==> config.mk <==
export PLATFORM = sky130hd
export DESIGN_NAME = addsub_arbiter
export DESIGN_NICKNAME = d
export VERILOG_FILES = /design/src/rtl/addsub_pkg.sv /design/src/rtl/eightbitaddsub.sv /design/src/rtl/rr_arbiter.sv /design/src/rtl/addsub_arbiter.sv
export SDC_FILE = /design/constraint.sdc
export NUM_CORES = 1
export LEC_CHECK = 0
export ABC_AREA = 1
export CELL_PAD_IN_SITES_DETAIL_PLACEMENT = 0
export CELL_PAD_IN_SITES_GLOBAL_PLACEMENT = 1
export CORE_MARGIN = 5
export CORE_UTILIZATION = 26
export CTS_CLUSTER_DIAMETER = 200
export DETAILED_ROUTE_END_ITERATION = 7
export PLACE_DENSITY_LB_ADDON = 0.1
export SYNTH_ARGS = -nofsm -noshare
export SYNTH_HDL_FRONTEND = slang
export SYNTH_HIERARCHICAL = 1
export SYNTH_SLANG_ARGS = --single-unit
==> constraint.sdc <==
create_clock -name clk -period 3.1 [get_ports clk]
set_input_delay 0.31 -clock clk [delete_from_list [all_inputs] [get_ports clk]]
set_output_delay 0.31 -clock clk [all_outputs]
set_load 0.02 [all_outputs]
==> src/rtl/addsub_pkg.sv <==
// Shared definitions for the add/sub arbiter slice: opcodes and the
// response record. ADDSUB_ARB_OVF_EN adds the signed-overflow field.
package addsub_pkg;

    localparam logic OP_ADD = 1'b0;
    localparam logic OP_SUB = 1'b1;

    // Widest requester ID the arbiter supports (NREQ up to 8).
    localparam int ID_MAX_W = 3;

    typedef struct packed {
        logic [ID_MAX_W-1:0] id;
        logic [7:0]          sum;
        logic                crry;
`ifdef ADDSUB_ARB_OVF_EN
        logic                ovf;
`endif
    } rsp_t;

endpackage

==> src/rtl/eightbitaddsub.sv <==
// Shared 8-bit adder/subtractor. ctrl_cin selects subtract (val2 - val1)
// by inverting val1 and injecting a carry-in, so crry is the no-borrow flag.
// ADDSUB_ARB_OVF_EN adds the signed-overflow output.
module eightbitaddsub
    import addsub_pkg::*;
(
    input  logic [7:0] val1,
    input  logic [7:0] val2,
    input  logic       ctrl_cin,
    output logic [7:0] sum,
`ifdef ADDSUB_ARB_OVF_EN
    output logic       ovf,
`endif
    output logic       crry
);

    logic [7:0] w_opnd;
    logic [8:0] w_full;

    // Two's-complement add of val2 and the (optionally inverted) val1.
    always_comb begin
        w_opnd = (ctrl_cin == OP_SUB) ? ~val1 : val1;
        w_full = {1'b0, val2} + {1'b0, w_opnd} + {8'b0, ctrl_cin};
    end

    assign sum  = w_full[7:0];
    assign crry = w_full[8];

`ifdef ADDSUB_ARB_OVF_EN
    logic [7:0] w_low;

    // Carry into bit 7 comes from the low seven bits alone.
    always_comb begin
        w_low = {1'b0, val2[6:0]} + {1'b0, w_opnd[6:0]} + {7'b0, ctrl_cin};
    end

    assign ovf = w_low[7] ^ w_full[8];
`endif

endmodule

==> src/rtl/rr_arbiter.sv <==
// Round-robin priority pick: first set request at or above i_ptr,
// wrapping from NREQ-1 back to 0. Returns one-hot grant and its index.
module rr_arbiter #(
    parameter int NREQ = 4,
    parameter int IDW  = $clog2(NREQ)
) (
    input  logic [NREQ-1:0] i_req,
    input  logic [IDW-1:0]  i_ptr,
    output logic [NREQ-1:0] o_grant,
    output logic [IDW-1:0]  o_idx,
    output logic            o_any
);

    logic [IDW:0] w_cand;

    // Walk candidates in rotated order; the first valid one wins.
    always_comb begin
        o_grant = '0;
        o_idx   = '0;
        o_any   = 1'b0;
        w_cand  = '0;
        for (int k = 0; k < NREQ; k++) begin
            w_cand = {1'b0, i_ptr} + (IDW+1)'(k);
            if (w_cand >= (IDW+1)'(NREQ))
                w_cand = w_cand - (IDW+1)'(NREQ);
            if (!o_any && i_req[w_cand[IDW-1:0]]) begin
                o_any                     = 1'b1;
                o_grant[w_cand[IDW-1:0]]  = 1'b1;
                o_idx                     = w_cand[IDW-1:0];
            end
        end
    end

endmodule

==> src/rtl/addsub_arbiter.sv <==
// Shares one eightbitaddsub among NREQ requesters. Round-robin grant,
// one registered response slot with valid/ready and zero-skid backpressure.
// ADDSUB_ARB_OVF_EN adds the registered rsp_ovf output.
module addsub_arbiter
    import addsub_pkg::*;
#(
    parameter int NREQ = 4,
    parameter int IDW  = $clog2(NREQ)
) (
    input  logic              clk,
    input  logic              rst_n,
    input  logic [NREQ-1:0]   req_valid,
    output logic [NREQ-1:0]   req_ready,
    input  logic [NREQ-1:0]   req_op,
    input  logic [8*NREQ-1:0] req_a,
    input  logic [8*NREQ-1:0] req_b,
    output logic              rsp_valid,
    input  logic              rsp_ready,
    output logic [IDW-1:0]    rsp_id,
    output logic [7:0]        rsp_sum,
`ifdef ADDSUB_ARB_OVF_EN
    output logic              rsp_ovf,
`endif
    output logic              rsp_crry
);

    localparam logic [0:0] ST_EMPTY = 1'b0;
    localparam logic [0:0] ST_FULL  = 1'b1;

    logic [0:0]      r_state;
    logic [IDW-1:0]  r_rr_ptr;
    rsp_t            r_rsp;
    rsp_t            w_rsp_next;

    logic            w_slot_free;
    logic            w_any;
    logic            w_grant;
    logic [NREQ-1:0] w_grant_oh;
    logic [IDW-1:0]  w_idx;
    logic [7:0]      w_a;
    logic [7:0]      w_b;
    logic            w_op;
    logic [7:0]      w_sum;
    logic            w_crry;
    logic            w_unused_id;

    rr_arbiter #(.NREQ(NREQ), .IDW(IDW)) u_rr (
        .i_req   (req_valid),
        .i_ptr   (r_rr_ptr),
        .o_grant (w_grant_oh),
        .o_idx   (w_idx),
        .o_any   (w_any)
    );

    // Operand mux steered by the encoded winner.
    always_comb begin
        w_a  = req_a[{w_idx, 3'b000} +: 8];
        w_b  = req_b[{w_idx, 3'b000} +: 8];
        w_op = req_op[w_idx];
    end

`ifdef ADDSUB_ARB_OVF_EN
    logic w_ovf;
`endif

    eightbitaddsub u_alu (
        .val1     (w_a),
        .val2     (w_b),
        .ctrl_cin (w_op),
        .sum      (w_sum),
`ifdef ADDSUB_ARB_OVF_EN
        .ovf      (w_ovf),
`endif
        .crry     (w_crry)
    );

    // Slot can take a new result if empty or being drained this cycle.
    always_comb begin
        w_slot_free     = (r_state == ST_EMPTY) | rsp_ready;
        w_grant         = w_slot_free & w_any;
        req_ready       = w_slot_free ? w_grant_oh : '0;
        w_rsp_next      = r_rsp;
        w_rsp_next.id   = ID_MAX_W'(w_idx);
        w_rsp_next.sum  = w_sum;
        w_rsp_next.crry = w_crry;
`ifdef ADDSUB_ARB_OVF_EN
        w_rsp_next.ovf  = w_ovf;
`endif
    end

    // Response-slot FSM, result register and round-robin pointer.
    always_ff @(posedge clk or negedge rst_n) begin
        if (!rst_n) begin
            r_state  <= ST_EMPTY;
            r_rsp    <= '0;
            r_rr_ptr <= '0;
        end else if (w_grant) begin
            r_state  <= ST_FULL;
            r_rsp    <= w_rsp_next;
            r_rr_ptr <= (w_idx == IDW'(NREQ-1)) ? '0 : w_idx + 1'b1;
        end else if (w_slot_free) begin
            r_state  <= ST_EMPTY;
        end
    end

    assign rsp_valid   = (r_state == ST_FULL);
    assign rsp_id      = r_rsp.id[IDW-1:0];
    assign rsp_sum     = r_rsp.sum;
    assign rsp_crry    = r_rsp.crry;
    assign w_unused_id = ^r_rsp.id;
`ifdef ADDSUB_ARB_OVF_EN
    assign rsp_ovf     = r_rsp.ovf;
`endif

endmodule
; ---- Word-level counts from Yosys, hierarchy flattened
; Cells that the tools add are included.
; Widths: inputs -> output; s select.
[classes]
addsub = 10
n_lt_le_gt_ge = 13
eq_ne = 1
shift = 2
mux = 39
n_bitwise = 7
n_reduce_logical = 11
[ops]
columns = op, count
row1 = $shiftx 32x6->8, 2
row2 = $mux 4, 5
row3 = $mux 2, 9
row4 = $lt 2x3->1 const B, 5
row5 = $mux 1, 15
row6 = $or 4x4->4, 3
row7 = $bmux 1 s2, 5
row8 = $add 8x8->9, 1
row9 = $add 9x1->9, 1
row10 = $ge 3x3->1 const B, 3
row11 = $demux 1 s2, 4
row12 = $ge 2x1->1 const B, 4
row13 = $mux 8, 1
row14 = $not 8->8, 1
row15 = $sub 2x1->2 const B, 4
row16 = $logic_and 1x1->1, 7
row17 = $add 2x2->3 const B, 2
row18 = $add 2x1->3 const B, 1
row19 = $ge 2x3->1 const B, 1
row20 = $logic_not 1->1, 3
row21 = $add 2x1->2 const B, 1
row22 = $eq 2x2->1 const B, 1
row23 = $reduce_bool 2->1, 1
row24 = $and 1x1->1, 1
row25 = 2 further kinds, 2
[word_totals]
register_bits = 14
inputBits = 75
out_inout_bits = 16

; ---- Depth between registers and ports, before layout
[depth]
word_depth = 19
mapped_depth = 29
depth_no_buf = 25

; ---- Hierarchy
; The synthesis kept the hierarchy.
[by_module_without_submodules]
columns = mod, n_inst, cells_each, area_each_um2, seq_area_each_um2
row1 = addsub_arbiter, 1, 270, 1447.6, 350.3
row2 = eightbitaddsub, 1, 73, 451.7, 0.0
row3 = rr_arbiter, 1, 74, 440.4, 0.0

; ---- Worst setup path before layout
; Ideal clock, no wire load.
[synth_timing]
path_type = register to register
start = register r_rr_ptr[0]
end = register r_rsp, in the netlist rsp_sum[7]
t_arrival_ps = 3309
slack_ps = -326
stages_incl_launch_ff = 28
synth_period_minus_slack_ps = 3426
path_cell_list = dfrtp_1 inv_2 ha_1 inv_1 nand3_1 nand2_1 nor2_1 a21oi_1 nand3_1 buf_6 buf_4 nand2_1 nand3_1 nand2_1 buf_6 xnor2_1 inv_1 ha_1 nand2_1 inv_1 nand2_2 nand2_2 nand2_1 nand2_1 nand2_1 nand2_1 nand3_1 nand2_1
[synth_between]
elab_chain_len = 19
elab_cells_between_ends = 46
classes_between = add/sub: 9 / order compare: 4 / shift: 2 / mux: 23 / bitwise: 2 / reduce/logical: 6
[synth_lines]
columns = item, line
row1 = from (decl), addsub_arbiter.sv:31  ; logic [IDW-1:0] r_rr_ptr;
row2 = from (signal assigned), addsub_arbiter.sv:100  ; r_rr_ptr <= (w_idx == IDW'(NREQ-1)) ? '0 : w_idx + 1'b1;
row3 = "parallel branches: the longest is 13 deep, another holds $add 2x1->3", -
row4 = $mux 2 (*), rr_arbiter.sv:26  ; if (!o_any && i_req[w_cand[IDW-1:0]]) begin
row5 = via w_idx[0], addsub_arbiter.sv:39  ; logic [IDW-1:0] w_idx;
row6 = $bmux 1 s2 (*), addsub_arbiter.sv:59  ; w_op = req_op[w_idx];
row7 = $mux 1 (implied by the code) (*), addsub_arbiter.sv:59
row8 = via w_op, addsub_arbiter.sv:42  ; logic w_op;
row9 = $mux 8, eightbitaddsub.sv:22  ; w_opnd = (ctrl_cin == OP_SUB) ? ~val1 : val1;
row10 = $add 8x8->9, eightbitaddsub.sv:23  ; w_full = {1'b0, val2} + {1'b0, w_opnd} + {8'b0, ctrl_cin};
row11 = $add 9x1->9 (*), eightbitaddsub.sv:23
row12 = via w_sum[7], addsub_arbiter.sv:43  ; logic [7:0] w_sum;
row13 = to (signal assigned), addsub_arbiter.sv:99  ; r_rsp <= w_rsp_next;
row14 = to (decl), addsub_arbiter.sv:32  ; rsp_t r_rsp;
; Mark *: on every way through the listed nets, which the timed path passes. The select of a mux whose other input is x is not followed.
; A chain may end at the register's enable or synchronous reset.

; ---- Worst setup path in the final report
[layout_timing]
start = register r_rr_ptr[0]
end = register r_rsp, in the netlist rsp_crry
[layout_between]
elab_chain_len = 19
elab_cells_between_ends = 46
classes_between = add/sub: 9 / order compare: 4 / shift: 2 / mux: 23 / bitwise: 2 / reduce/logical: 6
[layout_lines]
columns = item, line
row1 = "parallel branches: the longest is 13 deep, another holds $add 2x1->3", -
row2 = $mux 2 (*), rr_arbiter.sv:26
row3 = via w_idx[0], addsub_arbiter.sv:39
row4 = $shiftx 32x6->8 (*), addsub_arbiter.sv:57  ; w_a = req_a[{w_idx, 3'b000} +: 8];
row5 = via w_a[3], addsub_arbiter.sv:40  ; logic [7:0] w_a;
row6 = $not 8->8, eightbitaddsub.sv:22
row7 = $mux 8 (*), eightbitaddsub.sv:22
row8 = $add 8x8->9 (*), eightbitaddsub.sv:23
row9 = $add 9x1->9 (*), eightbitaddsub.sv:23
row10 = via w_crry, addsub_arbiter.sv:44  ; logic w_crry;
; Marks and branches as above.

==> summary.txt <==
Outcome
  • Status: complete, no violations

Worst setup path
  • CP Max Fanout: 10
  • Reg2reg end: rsp_crry$_DFFE_PN0P_
  • Worst r2r src: r_rr_ptr[0]$_DFFE_PN0P_
  • Register-to-Register Setup Slack: 0.02 ns
  • Critical Path End Type: register
  • Worst Setup Start Kind: register
  • Critical-path cell list: buf_4 > nand2_1 > nand3_4 > nand2_4 > nor2_4 > a21oi_2 > nand3_4 > inv_6 > buf_12 > nand2_1 > nand3_1 > nand2_1 > xor2_2 > ha_1 > a21oi_2 > o21ai_2 > nand2_1 > nand2_1 > nand2_1 > nand2_1 > nand3_2 > nand2_2
  • Crit path kind: reg2reg
  • Max stage delay on crit path: 0.42 ns
  • Start point of the critical path: r_rr_ptr[0]$_DFFE_PN0P_
  • Buffers & Inverters on Critical Path: 3
  • Family with the most delay on the worst path: simple AND/OR/NAND/NOR gates
  • CP Depth: 22
  • Req. time, crit path: ~3.2 ns
  • Critical-path top delay cell: dfrtp_2
  • CP arrival: 3.21 ns
  • Crit path to: rsp_crry$_DFFE_PN0P_
  • Most used cell, CP: nand2_1
  • Reg2Reg Depth: 22

Logic synthesis
  • YS warnings: 6
  • Yosys top cell area share: 24.1%
  • Netlist Area Pre-Place: roughly 2300 um^2
  • Net Count, Synth: ~510
  • Post-synth cell types: 24
  • Synth area leader: nand2_1
  • Synthesized area per cell: ~5.6 um^2
  • Synth Instances: ~420
  • Main area contributors after synthesis: nand2_1 24%, inv_1 15%, dfrtp_1 15%
  • Sequential cell area fraction in the yosys report: 15.0%
  • Post-synthesis register bit count: 14

Timing
  • Setup violations, final: 0
  • Relative slew margins: roughly 60%
  • Hold_ws: between 0.4 and 0.5 ns
  • Setup slack after layout: between 0.015 and 0.02 ns
  • Final Skew: between 0.002 and 0.0025 ns
  • Hold Fails Final Rpt: 0
  • Tcrit/Tclk final: 99.4%
  • RSZ-0062 raised after global routing: yes
  • Min Tclk post-route: 3.08 ns
  • Max Freq: about 0.32 GHz
  • Worst-margin pin slew: between 0.6 and 0.7 ns
  • Fin. max-slew vios: 0

Final layout
  • Most common cell after layout, fill and taps aside: nand2_1
  • Final nets: 642
  • Most frequent cells in the layout: 128 x nand2_1, 91 x inv_1, 89 x clkdlybuf4s50_1, 54 x nand3_1, 46 x buf_4
  • Layout cells sized above 1: between 20% and 30%
  • Layout Area Growth over Synthesis: 72.4%
  • Final instance area: 4030 um^2
  • Diode count: 0
  • Post-Route Utilization: a little under half

Clocking
  • Worst-skew pair later-pin latency: around 0.24 ns
  • Inserted Clock Buffers: 3
  • H-tree level count: 1
  • CTS tree: yes
  • Bufs on Longest Clock Path: 2
  • Clock-pin slew on the worst setup and hold paths: 0.06 ns
  • Hold bufs inserted after CTS: 0
  • Root Buffer Master: clkbuf_8
  • Clock Sinks: 14

Global routing
  • Overall routing resource usage: between 10% and 20%
  • Initial antenna violation count: 0
  • First-pass GRT wire length: 11700 um
  • Grt ovf: 0
  • Vias in the first global route: 2705
  • Pin count of the biggest net entering global routing: 20

Placement
  • GPL Wtd Cong: 0.819
  • Hpwl dp: roughly 5900 um
  • Port Buf Inserts: 90
  • Pre-CTS setup slack: -0.292 ns
  • Area after DPL: 3670 um^2

Route
  • Iter 0 DRT Violations: 66
  • ANT nets after route: 0
  • Routed len/inst: 10.7 um
  • Drc violations: 0
  • Final WL: 7050 um
  • Routed vias/inst: between 4 and 5
  • Drt first pass iters: 4
  • Via count: 2795

Floorplanning
  • Die height: 105 um
  • Core area: 8760 um^2
  • # IOs: 91
  • Die area: around 11000 um^2
  • Initial Util: between 20% and 30%
  • Row Count: 34
  • Die width: 105 um

Worst hold path
  • Min-delay worst type: in2async

Flow run
  • Maxcap violations: 0
flip-flops by register name (all words and copies together), names as in the netlist:
| name | flops |
|---|---|
| rsp_valid | 1 |
| r_rr_ptr | 2 |
| rsp_id | 2 |
| rsp_sum | 8 |
| rsp_crry | 1 |
logic make-up after synthesis:
kind of cell,count (synthesis),synth area share [%]
simple gates,247,47.1
buf+inv,114,21.7
compound gates,17,4.33
fa+ha+maj,14,7.81
flops,14,15.0
xor+xnor,11,4.12
metal layers:
metal	share of wire [%]	wire length, um	GRT usage (%)
met5	0	0	0
met2	45	3210	20.4
met1	48	3380	16.3
met3	6.3	442	2.59
met4	0.27	19	1.37
stage by stage:
step	TNS (ns)	cells
2_1_floorplan	-0.172	417
3_3_place_gp	-1.37	644
3_5_place_dp	-1.52	644
4_1_cts	0	648
5_1_grt	-1.06	660
6_report	0	660
how the worst min path moves through the flow:
stage                                       from  cells past startpoint                 endpoint
after CTS                                  rst_n                      1    rsp_id[0]$_DFFE_PN0P_
after floorplan                            rst_n                      0  r_rr_ptr[0]$_DFFE_PN0P_
after detailed placement  rsp_sum[0]$_DFFE_PN0P_                      2   rsp_sum[0]$_DFFE_PN0P_
final                                      rst_n                      1    rsp_id[0]$_DFFE_PN0P_
after global placement    rsp_sum[4]$_DFFE_PN0P_                      2   rsp_sum[4]$_DFFE_PN0P_
after global routing       rsp_id[1]$_DFFE_PN0P_                      2    rsp_id[1]$_DFFE_PN0P_
synthesized netlist by cell type, drive strengths merged:
cell type and instances:
nand2 164, xnor2 2, a21boi 4, nor2 10, xor2 9, ha 13, nand4 7, nand3 66
dfrtp 14, a21oi 11, inv 99, a21o 1, buf 15, fa 1, o21ai 1
worst register-to-register path, cell delays in order, from the launching register on:
cell and delay (ns):
dfrtp_2 0.42, buf_4 0.17, nand2_1 0.14, nand3_4 0.10, nand2_4 0.10, nor2_4 0.05, a21oi_2 0.18, nand3_4 0.19
inv_6 0.14, buf_12 0.13, nand2_1 0.05, nand3_1 0.06, nand2_1 0.09, xor2_2 0.18, ha_1 0.34, a21oi_2 0.16
o21ai_2 0.08, nand2_1 0.08, nand2_1 0.06, nand2_1 0.07, nand2_1 0.06, nand3_2 0.08, nand2_2 0.04
what timing repair did:
action                     CTS  global route
resized for setup            3            50
pin swaps                    4            30
setup endpoints to repair    3             7
gates cloned                 0             2
buffers inserted             0            10
cell type report:
class	count	area [um^2]
repair buffers	146	1410
well taps	108	135
clock buffers	4	45.0
flip-flops and latches	14	353
inverters	99	384
fillers	946	4730
multi-input cells	289	1700
Power is left out: the tool's default activity adds up to more than one toggle a clock period on the data nets, which glitch-free logic cannot reach.
==> edit, RTL diff (same settings) <==
The option `ADDSUB_ARB_OVF_EN` is turned on by a define.
--- a/src/rtl/addsub_pkg.sv
+++ b/src/rtl/addsub_pkg.sv
@@ -1,4 +1,6 @@
 // Shared definitions for the add/sub arbiter slice: opcodes and the
 // response record. ADDSUB_ARB_OVF_EN adds the signed-overflow field.
+`define ADDSUB_ARB_OVF_EN
+
 package addsub_pkg;
 
Check against the original RTL (old outputs only; new: rsp_ovf): equivalent (Yosys induction, for registers that start in step).
==> edit against the unedited design <==
- cell count is 8.8% higher
- setup slack got worse by 0.041 ns
- cell area rose by 7.5%
- wire length rose by 7.0%
- sequential cell count is 1 higher
- count of clock-buffer cells in the layout unchanged
- the flow now finishes with violations (setup timing)
- hold slack better by 0.022 ns
- sequential share of layout area about the same
- synthesized area up 5.2%
Power is left out: the tool's default activity adds up to more than one toggle a clock period on the data nets, which glitch-free logic cannot reach.
==> edit: results (changes against the unedited design) <==
Synth cell types=25 (was 24); vias in the first global route=2994 (was 2705); Post-Place Cells=697 (was 644); global-route usage over all layers=13.37% (was 12.07%); FF-to-FF path depth=24 (was 22); Filler cells=998 (was 946); Nets=680 (was 642); layout cells sized above 1=26.49% (was 23.73%); Rel. slew slack=55.45% (was 59.82%); 1st-iter DRT viols=85 (was 66); crit path DAT=3.26 ns (was 3.21 ns); fin worst setup slack=-0.02203 ns (was 0.01897 ns); drt total wl=7.540 mm (was 7.046 mm); routability cong.=0.8280 (was 0.8189); synthesized net count=525 (was 506); Setup Viol. Count Final=4 (was 0); failing checks=setup timing; # H-tree levels=1 (unchanged); Via-to-Cell Ratio=4.175 (was 4.235); HP Class=input port to async pin (unchanged); largest net degree at the start of global routing=18 (was 20); Synth top cells by count=156 x nand2_1, 95 x inv_1, 67 x nand3_1 (was 150 x nand2_1, 96 x inv_1, 64 x nand3_1); syn avg cell area=5.658 um^2 (was 5.611 um^2); n_diodes=0 (unchanged); status=finished with violations (was completed); wire length per cell=10.50 um (was 10.68 um); CTS clk-pin slew, worst paths=0.06 ns (about the same)
edit: path summary, 6_finish.rpt:
kind	from	endpoint	slack (ns)
worst max-delay path	r_rr_ptr[0]	rsp_ovf	-0.02
worst min-delay path	rst_n	rsp_sum[1]	0.47
worst max register to register	r_rr_ptr[0]	rsp_ovf	-0.02
worst min register to register	rsp_id[0]	rsp_id[0]	0.47
max in group asynchronous	rst_n	r_rr_ptr[0]	2.16
min in group clk	rsp_id[0]	rsp_id[0]	0.47
edit: layout make-up:
type | instances | area (um^2) | share of cell area (%)
Tap cell | 129 | 161.4 | 3.723
Timing Repair Buffer | 164 | 1600 | 36.91
Multi-Input combinational cell | 301 | 1742 | 40.17
Inverter | 104 | 402.9 | 9.293
Sequential cell | 15 | 377.9 | 8.716
Clock buffer | 4 | 45.04 | 1.039
Timing Repair inverter | 1 | 6.256 | 0.1443
edit: cell families after synthesis:
kind of cell | share of synthesized area [%]
XOR/XNOR | 3.915
buffers and inverters | 21.61
flip-flops | 15.25
AO/OA/AOI/OAI | 3.355
adder cells (fa/ha/maj) | 7.931
AND/OR/NAND/NOR | 47.94
edit: worst max-delay path, delay by kind of cell (launching register included):
family	cells	cell delay, ns
buffers and inverters	5	0.47
DFF	1	0.42
xor gates and xnor gates	1	0.14
AOI/OAI and AO/OA	1	0.17
and+or+nand+nor	15	1.21
adders and majority gates	2	0.58
edit: per-stage QoR:
step,cell area (um^2),worst slack (ns),TNS [ns]
final,4335,-0.02203,-0.05157
after global placement,3930,-0.3258,-2.022
after global routing,4335,-0.2575,-1.540
after CTS,4217,-0.03503,-0.1027
after detailed placement,3930,-0.3925,-2.813
after floorplan,2495,-0.1167,-0.4030
edit: timing repair:
| item | 4_1_cts | 5_1_grt |
|---|---|---|
| setup endpoints to repair | 7 | 8 |
| resized for setup | 41 | 17 |
| pin swaps | 7 | 25 |
| setup buffers | 6 | 9 |
| gates cloned | 2 | 0 |
edit: metal layers:
| metal | track usage, % | share of wire, % | up-vias |
|---|---|---|---|
| li1 | - | - | 1611 |
| met4 | 1.918 | 0.45 | 0 |
| met3 | 2.519 | 5.9 | 4 |
| met5 | 0 | 0 | - |
| met1 | 16.73 | 46 | 1307 |
| met2 | 24.22 | 48 | 76 |
